File: config.mk
export PLATFORM = sky130hd
export DESIGN_NAME = reg_port_arbiter_flat
export DESIGN_NICKNAME = d
export VERILOG_FILES = /design/src/rtl/reg_port_arbiter_if.sv /design/src/rtl/reg_port_arbiter.sv /design/src/flat_wrapper.sv
export SDC_FILE = /design/constraint.sdc
export NUM_CORES = 1
export LEC_CHECK = 0
export BUFFER_PORTS_ARGS = -buffer_cell sky130_fd_sc_hd__buf_4
export CELL_PAD_IN_SITES_DETAIL_PLACEMENT = 1
export CELL_PAD_IN_SITES_GLOBAL_PLACEMENT = 2
export CORE_MARGIN = 2
export CORE_UTILIZATION = 24
export DETAILED_ROUTE_END_ITERATION = 16
export PLACE_DENSITY_LB_ADDON = 0.1
export SYNTH_ARGS = -nofsm -noshare
export SYNTH_HDL_FRONTEND = slang
export SYNTH_SLANG_ARGS = --single-unit
File: constraint.sdc
create_clock -name clk -period 1.8 [get_ports clk]
set_clock_uncertainty 0.15 [all_clocks]
set_input_delay 0.09 -clock clk [delete_from_list [all_inputs] [get_ports clk]]
set_output_delay 0.09 -clock clk [all_outputs]
set_load 0.01 [all_outputs]
File: src/rtl/reg_port_arbiter_if.sv
// Bus bundle between the register-port arbiter, the SPI application side,
// port B and the register bank. The slave modport is the arbiter's view.
interface reg_port_arbiter_if #(
    parameter int unsigned REG_W = 8
);
    // SPI application side
    logic             spi_cs_n;
    logic [REG_W-2:0] spi_addr;
    logic [REG_W-1:0] spi_wdata;
    logic             spi_we;
    logic [REG_W-1:0] spi_rdata;
    logic [REG_W-1:0] spi_status;

    // Port B requester
    logic             b_req;
    logic             b_wr;
    logic [REG_W-2:0] b_addr;
    logic [REG_W-1:0] b_wdata;
    logic             b_ready;
    logic             b_rvalid;
    logic [REG_W-1:0] b_rdata;

    // Register bank
    logic             bank_we;
    logic [REG_W-2:0] bank_waddr;
    logic [REG_W-1:0] bank_wdata;
    logic [REG_W-2:0] bank_raddr;
    logic [REG_W-1:0] bank_rdata;

    modport slave (
        input  spi_cs_n, spi_addr, spi_wdata, spi_we,
        input  b_req, b_wr, b_addr, b_wdata,
        input  bank_rdata,
        output spi_rdata, spi_status,
        output b_ready, b_rvalid, b_rdata,
        output bank_we, bank_waddr, bank_wdata, bank_raddr
    );

    modport master (
        output spi_cs_n, spi_addr, spi_wdata, spi_we,
        output b_req, b_wr, b_addr, b_wdata,
        output bank_rdata,
        input  spi_rdata, spi_status,
        input  b_ready, b_rvalid, b_rdata,
        input  bank_we, bank_waddr, bank_wdata, bank_raddr
    );
endinterface

File: src/rtl/reg_port_arbiter.sv
// Shares one register bank between the SPI application interface and port B.
// SPI writes always win; port-B reads borrow the read port only outside SPI
// frames. Also builds the status byte shifted out at the start of each frame.
module reg_port_arbiter #(
    parameter int unsigned REG_W   = 8,
    parameter int unsigned TIMEOUT = 255
) (
    input logic               clk,
    input logic               rstb,
    input logic               ena,
    reg_port_arbiter_if.slave bus
);

    if (REG_W < 4) begin : g_bad_width
        $error("reg_port_arbiter: REG_W must be at least 4");
    end
    if (TIMEOUT < 1 || TIMEOUT > 255) begin : g_bad_timeout
        $error("reg_port_arbiter: TIMEOUT must be in 1..255");
    end

    localparam logic [7:0] TimeoutVal = 8'(TIMEOUT);

    typedef enum logic [0:0] {
        StIdle = 1'b0,
        StBRd  = 1'b1
    } state_e;

    state_e           state_q, state_d;
    logic             we_q, we_d;
    logic [REG_W-2:0] waddr_q, waddr_d;
    logic [REG_W-1:0] wdata_q, wdata_d;
    logic [REG_W-2:0] b_addr_q, b_addr_d;
    logic             b_rvalid_q, b_rvalid_d;
    logic [REG_W-1:0] b_rdata_q, b_rdata_d;
    logic [7:0]       cnt_q, cnt_d;
    logic             coll_q, coll_d;
    logic             to_q, to_d;
    logic             cs_prev_q, cs_prev_d;

    logic             b_ready;
    logic             b_accept_wr;
    logic             b_accept_rd;
    logic             b_waiting;
    logic             cs_rise;
    logic             coll_set;
    logic             to_set;
    logic [REG_W-1:0] status;

    // Port-B acceptance and the events feeding the sticky status bits.
    always_comb begin
        b_ready     = ena & (state_q == StIdle) & ~bus.spi_we & (bus.b_wr | bus.spi_cs_n);
        b_accept_wr = bus.b_req & b_ready & bus.b_wr;
        b_accept_rd = bus.b_req & b_ready & ~bus.b_wr;
        b_waiting   = bus.b_req & ~b_ready;
        cs_rise     = bus.spi_cs_n & ~cs_prev_q;
        coll_set    = bus.spi_we & bus.b_req & bus.b_wr;
    end

    // Next-state logic; with ena low every register holds.
    always_comb begin
        state_d    = state_q;
        we_d       = we_q;
        waddr_d    = waddr_q;
        wdata_d    = wdata_q;
        b_addr_d   = b_addr_q;
        b_rvalid_d = b_rvalid_q;
        b_rdata_d  = b_rdata_q;
        cnt_d      = cnt_q;
        coll_d     = coll_q;
        to_d       = to_q;
        cs_prev_d  = cs_prev_q;
        to_set     = 1'b0;

        if (ena) begin
            unique case (state_q)
                StIdle:  state_d = b_accept_rd ? StBRd : StIdle;
                StBRd:   state_d = StIdle;
                default: state_d = StIdle;
            endcase

            // Registered write port: SPI wins over a same-cycle port-B write.
            we_d = bus.spi_we | b_accept_wr;
            if (bus.spi_we) begin
                waddr_d = bus.spi_addr;
                wdata_d = bus.spi_wdata;
            end else if (b_accept_wr) begin
                waddr_d = bus.b_addr;
                wdata_d = bus.b_wdata;
            end

            if (b_accept_rd) begin
                b_addr_d = bus.b_addr;
            end

            // The read completes in B_RD while the bank is addressed by b_addr_q.
            b_rvalid_d = (state_q == StBRd);
            if (state_q == StBRd) begin
                b_rdata_d = bus.bank_rdata;
            end

            // Saturating wait counter for a stalled port-B request.
            if (b_waiting) begin
                cnt_d  = (cnt_q == 8'hFF) ? cnt_q : cnt_q + 8'd1;
                to_set = (cnt_d >= TimeoutVal);
            end else begin
                cnt_d = 8'd0;
            end

            // Sticky bits clear on the cs rising edge; a same-cycle set wins.
            coll_d    = coll_set | (coll_q & ~cs_rise);
            to_d      = to_set | (to_q & ~cs_rise);
            cs_prev_d = bus.spi_cs_n;
        end
    end

    // State register with synchronous active-low reset.
    always_ff @(posedge clk) begin
        if (!rstb) begin
            state_q    <= StIdle;
            we_q       <= 1'b0;
            waddr_q    <= '0;
            wdata_q    <= '0;
            b_addr_q   <= '0;
            b_rvalid_q <= 1'b0;
            b_rdata_q  <= '0;
            cnt_q      <= 8'd0;
            coll_q     <= 1'b0;
            to_q       <= 1'b0;
            cs_prev_q  <= 1'b1;
        end else begin
            state_q    <= state_d;
            we_q       <= we_d;
            waddr_q    <= waddr_d;
            wdata_q    <= wdata_d;
            b_addr_q   <= b_addr_d;
            b_rvalid_q <= b_rvalid_d;
            b_rdata_q  <= b_rdata_d;
            cnt_q      <= cnt_d;
            coll_q     <= coll_d;
            to_q       <= to_d;
            cs_prev_q  <= cs_prev_d;
        end
    end

    // Status byte: request pending, collision, timeout, read in progress.
    always_comb begin
        status          = '0;
        status[REG_W-1] = bus.b_req;
        status[REG_W-2] = coll_q;
        status[REG_W-3] = to_q;
        status[REG_W-4] = (state_q == StBRd);
    end

    assign bus.b_ready    = b_ready;
    assign bus.b_rvalid   = b_rvalid_q;
    assign bus.b_rdata    = b_rdata_q;
    assign bus.bank_we    = we_q & ena;
    assign bus.bank_waddr = waddr_q;
    assign bus.bank_wdata = wdata_q;
    assign bus.bank_raddr = (state_q == StBRd) ? b_addr_q : bus.spi_addr;
    assign bus.spi_rdata  = bus.bank_rdata;
    assign bus.spi_status = status;

endmodule

File: src/flat_wrapper.sv
// flat-port wrapper written by rule: the top's interface ports become plain ports
module reg_port_arbiter_flat 
#(
    parameter int unsigned REG_W   = 8,
    parameter int unsigned TIMEOUT = 255
)
  (clk, rstb, ena, bus_spi_cs_n, bus_spi_addr, bus_spi_wdata, bus_spi_we, bus_b_req, bus_b_wr, bus_b_addr, bus_b_wdata, bus_bank_rdata, bus_spi_rdata, bus_spi_status, bus_b_ready, bus_b_rvalid, bus_b_rdata, bus_bank_we, bus_bank_waddr, bus_bank_wdata, bus_bank_raddr);
  reg_port_arbiter_if #(.REG_W(REG_W)) bus_i ();
  input logic clk;
  input logic rstb;
  input logic ena;
  input wire logic [$bits(bus_i.spi_cs_n)-1:0] bus_spi_cs_n;
  input wire logic [$bits(bus_i.spi_addr)-1:0] bus_spi_addr;
  input wire logic [$bits(bus_i.spi_wdata)-1:0] bus_spi_wdata;
  input wire logic [$bits(bus_i.spi_we)-1:0] bus_spi_we;
  input wire logic [$bits(bus_i.b_req)-1:0] bus_b_req;
  input wire logic [$bits(bus_i.b_wr)-1:0] bus_b_wr;
  input wire logic [$bits(bus_i.b_addr)-1:0] bus_b_addr;
  input wire logic [$bits(bus_i.b_wdata)-1:0] bus_b_wdata;
  input wire logic [$bits(bus_i.bank_rdata)-1:0] bus_bank_rdata;
  output wire logic [$bits(bus_i.spi_rdata)-1:0] bus_spi_rdata;
  output wire logic [$bits(bus_i.spi_status)-1:0] bus_spi_status;
  output wire logic [$bits(bus_i.b_ready)-1:0] bus_b_ready;
  output wire logic [$bits(bus_i.b_rvalid)-1:0] bus_b_rvalid;
  output wire logic [$bits(bus_i.b_rdata)-1:0] bus_b_rdata;
  output wire logic [$bits(bus_i.bank_we)-1:0] bus_bank_we;
  output wire logic [$bits(bus_i.bank_waddr)-1:0] bus_bank_waddr;
  output wire logic [$bits(bus_i.bank_wdata)-1:0] bus_bank_wdata;
  output wire logic [$bits(bus_i.bank_raddr)-1:0] bus_bank_raddr;
  assign bus_i.spi_cs_n = bus_spi_cs_n;
  assign bus_i.spi_addr = bus_spi_addr;
  assign bus_i.spi_wdata = bus_spi_wdata;
  assign bus_i.spi_we = bus_spi_we;
  assign bus_i.b_req = bus_b_req;
  assign bus_i.b_wr = bus_b_wr;
  assign bus_i.b_addr = bus_b_addr;
  assign bus_i.b_wdata = bus_b_wdata;
  assign bus_i.bank_rdata = bus_bank_rdata;
  assign bus_spi_rdata = bus_i.spi_rdata;
  assign bus_spi_status = bus_i.spi_status;
  assign bus_b_ready = bus_i.b_ready;
  assign bus_b_rvalid = bus_i.b_rvalid;
  assign bus_b_rdata = bus_i.b_rdata;
  assign bus_bank_we = bus_i.bank_we;
  assign bus_bank_waddr = bus_i.bank_waddr;
  assign bus_bank_wdata = bus_i.bank_wdata;
  assign bus_bank_raddr = bus_i.bank_raddr;
  reg_port_arbiter #(.REG_W(REG_W), .TIMEOUT(TIMEOUT)) u_core (.clk(clk), .rstb(rstb), .ena(ena), .bus(bus_i));
endmodule
# == Word-level counts from Yosys, hierarchy flattened ==
# Cells that the tools add are included.
# classes
add_sub_neg,1
magnitude_cmp,1
eq_ne,1
muxes,11
bitwise_logic,23
reduce_logical,4
# op_table
cell,count
8-bit two-way mux,4
7-bit two-way mux,3
1-bit bitwise AND,13
8-bit by 1-bit adder with 8-bit output (second input constant),1
8-bit == test (second input constant),1
8-bit greater-or-equal comparator (second input constant),1
1-bit inverter,6
2-bit AND reduction,3
1-bit OR,4
1-bit two-way mux,3
1-bit one-hot mux with 2 select lines,1
2-bit nonzero test,1
# word_totals
regBits,44
input_bits,45
out_inout_bits,49

# == Depth between registers and ports, before layout ==
# depth
ltp_word,9
mapped_depth,7
ltp_nobuf,6

# == Worst setup path before layout ==
# Ideal clock, no wire load.
# synth_timing
kind,reg2reg
from,reg u_core.cnt_q[0]
to,reg u_core.to_q
setup_time_ns,0.084
arrival_ns,1.564
required_ns,1.566
slack_ns,0.002
stages_incl_launch_ff,8
path_buffers,1
cell_sequence,dfxtp_1 > ha_1 > buf_4 > nand4_1 > xnor2_1 > a31oi_1 > or3_1 > o31ai_2
# synth_between
elab_chain_len,6
word_cells_on_any_way,7
cone_classes,add/sub: 1; order compare: 1; eq/ne: 1; mux: 3; bitwise: 1
# synth_rtl
item,line,rtl
start: declaration,reg_port_arbiter.sv:35,"logic [7:0] cnt_q, cnt_d;"
start signal: assignment,reg_port_arbiter.sv:138,cnt_q <= cnt_d;
8-bit by 1-bit adder with 8-bit output or 8-bit == test (tied branches),reg_port_arbiter.sv:103,cnt_d = (cnt_q == 8'hFF) ? cnt_q : cnt_q + 8'd1;
8-bit two-way mux *,reg_port_arbiter.sv:103,
8-bit greater-or-equal comparator *,reg_port_arbiter.sv:104,to_set = (cnt_d >= TimeoutVal);
1-bit two-way mux *,reg_port_arbiter.sv:102,if (b_waiting) begin
1-bit two-way mux *,reg_port_arbiter.sv:74,if (ena) begin
1-bit OR *,reg_port_arbiter.sv:111,to_d = to_set | (to_q & ~cs_rise);
end signal: assignment,reg_port_arbiter.sv:140,to_q <= to_d;
end: declaration,reg_port_arbiter.sv:37,"logic to_q, to_d;"
# Mark *: on every way between the ends. The rest lies on a longest branch, timed or not. The select of a mux whose other input is x is not followed.
# A chain may end at the register's enable or synchronous reset.

# == Worst setup path in the final report ==
# layout_timing
from,reg u_core.state_q
to,out bus_bank_raddr[0]
# layout_between
elab_chain_len,1
# layout_rtl
item,line,rtl
start: declaration,reg_port_arbiter.sv:28,"state_e state_q, state_d;"
start signal: assignment,reg_port_arbiter.sv:119,state_q <= StIdle;
start signal: assignment,reg_port_arbiter.sv:131,state_q <= state_d;
7-bit two-way mux,reg_port_arbiter.sv:160,assign bus.bank_raddr = (state_q == StBRd) ? b_addr_q : bus.spi_addr;
end: declaration,flat_wrapper.sv:29,output wire logic [$bits(bus_i.bank_raddr)-1:0] bus_bank_raddr;
# No other way between the ends.

==> summary.txt <==
outcome -> finished, final reports clean
max incr delay on CP -> 0.39 ns
Global Route Usage Sum -> 14.0%
Seq. cell area -> 885 um2
Final Max Tran Viols -> 0
root buf cell -> clkbuf_8
Final setup viols -> 0
Overall Power -> 2300 uW
drt drc -> 0
gr ovfl total -> 0
die height -> 101 um
Syn Std Cell Area -> 2280 um2
row count -> 35
max-cap violations -> 0
CTS Buffer Depth -> 2
Worst-path clk slew -> 0.08 ns
Top FF cell, synth -> dfxtp_1
Synth area leader -> dfxtp_1
Routed wire per std cell -> 13.8 um
footprint of the multi-input gates -> 1200 um2
crit path time final -> 1.68 ns
Initial Util -> 24.7%
H-tree depth -> 2
Cell variety after synth -> 41
leakage power -> 0.00168 uW
antenna viol nets, final -> 0
starting DRC count in detailed routing -> 40
synth warn -> 0
die width -> 101 um
Post-synth EDFFs -> 0
most common cell after layout, fill and taps aside -> buf_4
asr flop ratio synth -> 0%
CTS tree -> done
crit-path leading delay family -> flip-flops
fin crit share -> 93.3%
ant diodes -> 0
most frequent cells in the layout -> 105 x buf_4, 41 x dfxtp_1, 40 x dlygate4sd3_1
CTS Buf Count -> 5
Achievable Freq -> 596 MHz
register bit total from synthesis -> 44
HPWL after DPL -> 4830 um
boundary pin count -> 94
DR vias -> 2212
Worst-Skew Late Latency -> 0.29 ns
syn avg cell area -> 9.08 um2
crit path DAT -> 1.44 ns
Fin. Hold Viols -> 0
critical path capture point type -> output pin
Power Dens Cells -> 646 nW/um2
VDD IR-drop max -> 0.338 mV
first-pass GRT wire length -> 11300 um
CP bufs+invs -> 2
worst-path maximum fanout -> 15
crit path cell chain -> buf_4, mux2_2, buf_4
setup TNS -> 0 ns
worst min path class -> in2reg
die area -> 10300 um2
vias in the first global route -> 2302
Layout fillers -> 1075
Layout area overhead -> 56.3%
DRT Pass-1 Iters -> 4
sequential cell area fraction in the yosys report -> 38.7%
DR vias/cell -> 4.42
Post-Synthesis Cells -> 251
Core Box Area -> 9240 um2
Port Buffers -> 89
CP Launch Type -> register
layout cells sized above 1 -> 34.2%
Worst EP required -> 1.56 ns
Slowest-stage cell, CP -> dfxtp_1
WS Path Type -> reg2out
Most Frequent Cell on Critical Path -> buf_4
clk sinks -> 44
Synth top area share -> 38.7%
largest net degree at the start of global routing -> 25
nets -> 416
Placer Congestion -> 0.855
final wirelength -> 6920 um
hold_ws -> 0.00757 ns
initial antenna violation count -> 0
RSZ-0062 raised after global routing -> no
Area contributors post-synth -> dfxtp_1 39%, mux2i_1 9.7%, o211a_1 6.6%
layer usage:
metal | up-vias | part of all wire (%) | GRT usage [%]
met5 | - | 0 | 0
met4 | 0 | 1.3 | 4.47
met3 | 7 | 4.7 | 3.73
met2 | 61 | 50 | 24.0
met1 | 1040 | 44 | 17.2
li1 | 1104 | - | -
logic make-up (layout without fill, tap and decap cells):
group                      count (synthesis)  after routing  share of synthesized area (%)
other                                      1              4                          0.165
buffers and inverters                     37            154                           9.39
AOI/OAI and AO/OA                         56             56                           19.3
xor gates and xnor gates                   3              3                           1.15
adders and majority gates                  1              1                          0.549
DFF                                       44             44                           38.7
and+or+nand+nor                           80             80                           17.7
muxes                                     29             29                           13.1
worst min-delay path: stages:
cell and delay (ns):
buf_4 0.14, nand4_1 0.09, a21boi_0 0.08
final timing paths:
path | endpoint | start | slack [ns] | cells after the start
hold / removal | u_core.coll_q | bus_b_req | 0.008 | 3
setup reg to reg | u_core.to_q | u_core.cnt_q[0] | 0.13 | 6
hold reg to reg | u_core.bus.b_rdata[5] | u_core.bus.b_rdata[5] | 0.32 | 2
setup / recovery | bus_bank_raddr[0] | u_core.state_q | 0.12 | 3
synth_stat cells, types with 2 or more instances:
cell type and count:
nand4_1 4, nor3_1 2, dfxtp_1 44, buf_2 9, mux2i_1 22, o21ai_0 8
xor2_1 2, nor2b_1 13, buf_4 17, nand3_1 12, o21a_1 3, nand2_1 32
nand2b_1 4, a21boi_0 12, a21oi_1 6, o211ai_1 2, mux2_2 7, nor2_1 5
o211a_1 15, a31oi_1 2, clkbuf_1 9, o31ai_1 2
state kept, by name, indices dropped and copies added (netlist names):
register               count
u_core.b_addr_q            7
u_core.bus.b_rdata         8
u_core.bus.b_rvalid        1
u_core.bus.bank_waddr      7
u_core.bus.bank_wdata      8
u_core.cnt_q               8
u_core.coll_q              1
u_core.cs_prev_q           1
u_core.state_q             1
u_core.to_q                1
u_core.we_q                1
through the flow:
stage / worst slack [ns] / instances / area (um2) / util, %
after global placement: 0.145 / 452 / 3030 / 32.8
after floorplan: 0.00185 / 254 / 2290 / -
after global routing: 0.000461 / 500 / 3560 / 38.6
after CTS: 0.0217 / 500 / 3560 / 38.5
final: 0.121 / 500 / 3560 / 38.6
after detailed placement: 0.0492 / 452 / 3030 / 32.8
report_power, final:
part | switching (uW) | internal, uW | total (uW)
registers | 18.9 | 1010 | 1030
logic | 177 | 260 | 438
clock network | 347 | 490 | 837
area by class of cell:
type                            instances  area share (%)
Tap cell                              129            4.53
Timing Repair Buffer                  145            33.4
Inverter                                1           0.105
Clock inverter                          1           0.843
Multi-Input combinational cell        173            33.6
Clock buffer                            7            2.70
Sequential cell                        44            24.8
timing repair:
action                                 CTS  global route
resized for setup                        0             5
setup endpoints to repair                0             3
endpoints found under the hold margin   33             0
buffers inserted                         0             0
hold buffers                            40             0
No activity file was read; power rests on OpenSTA's default activity.
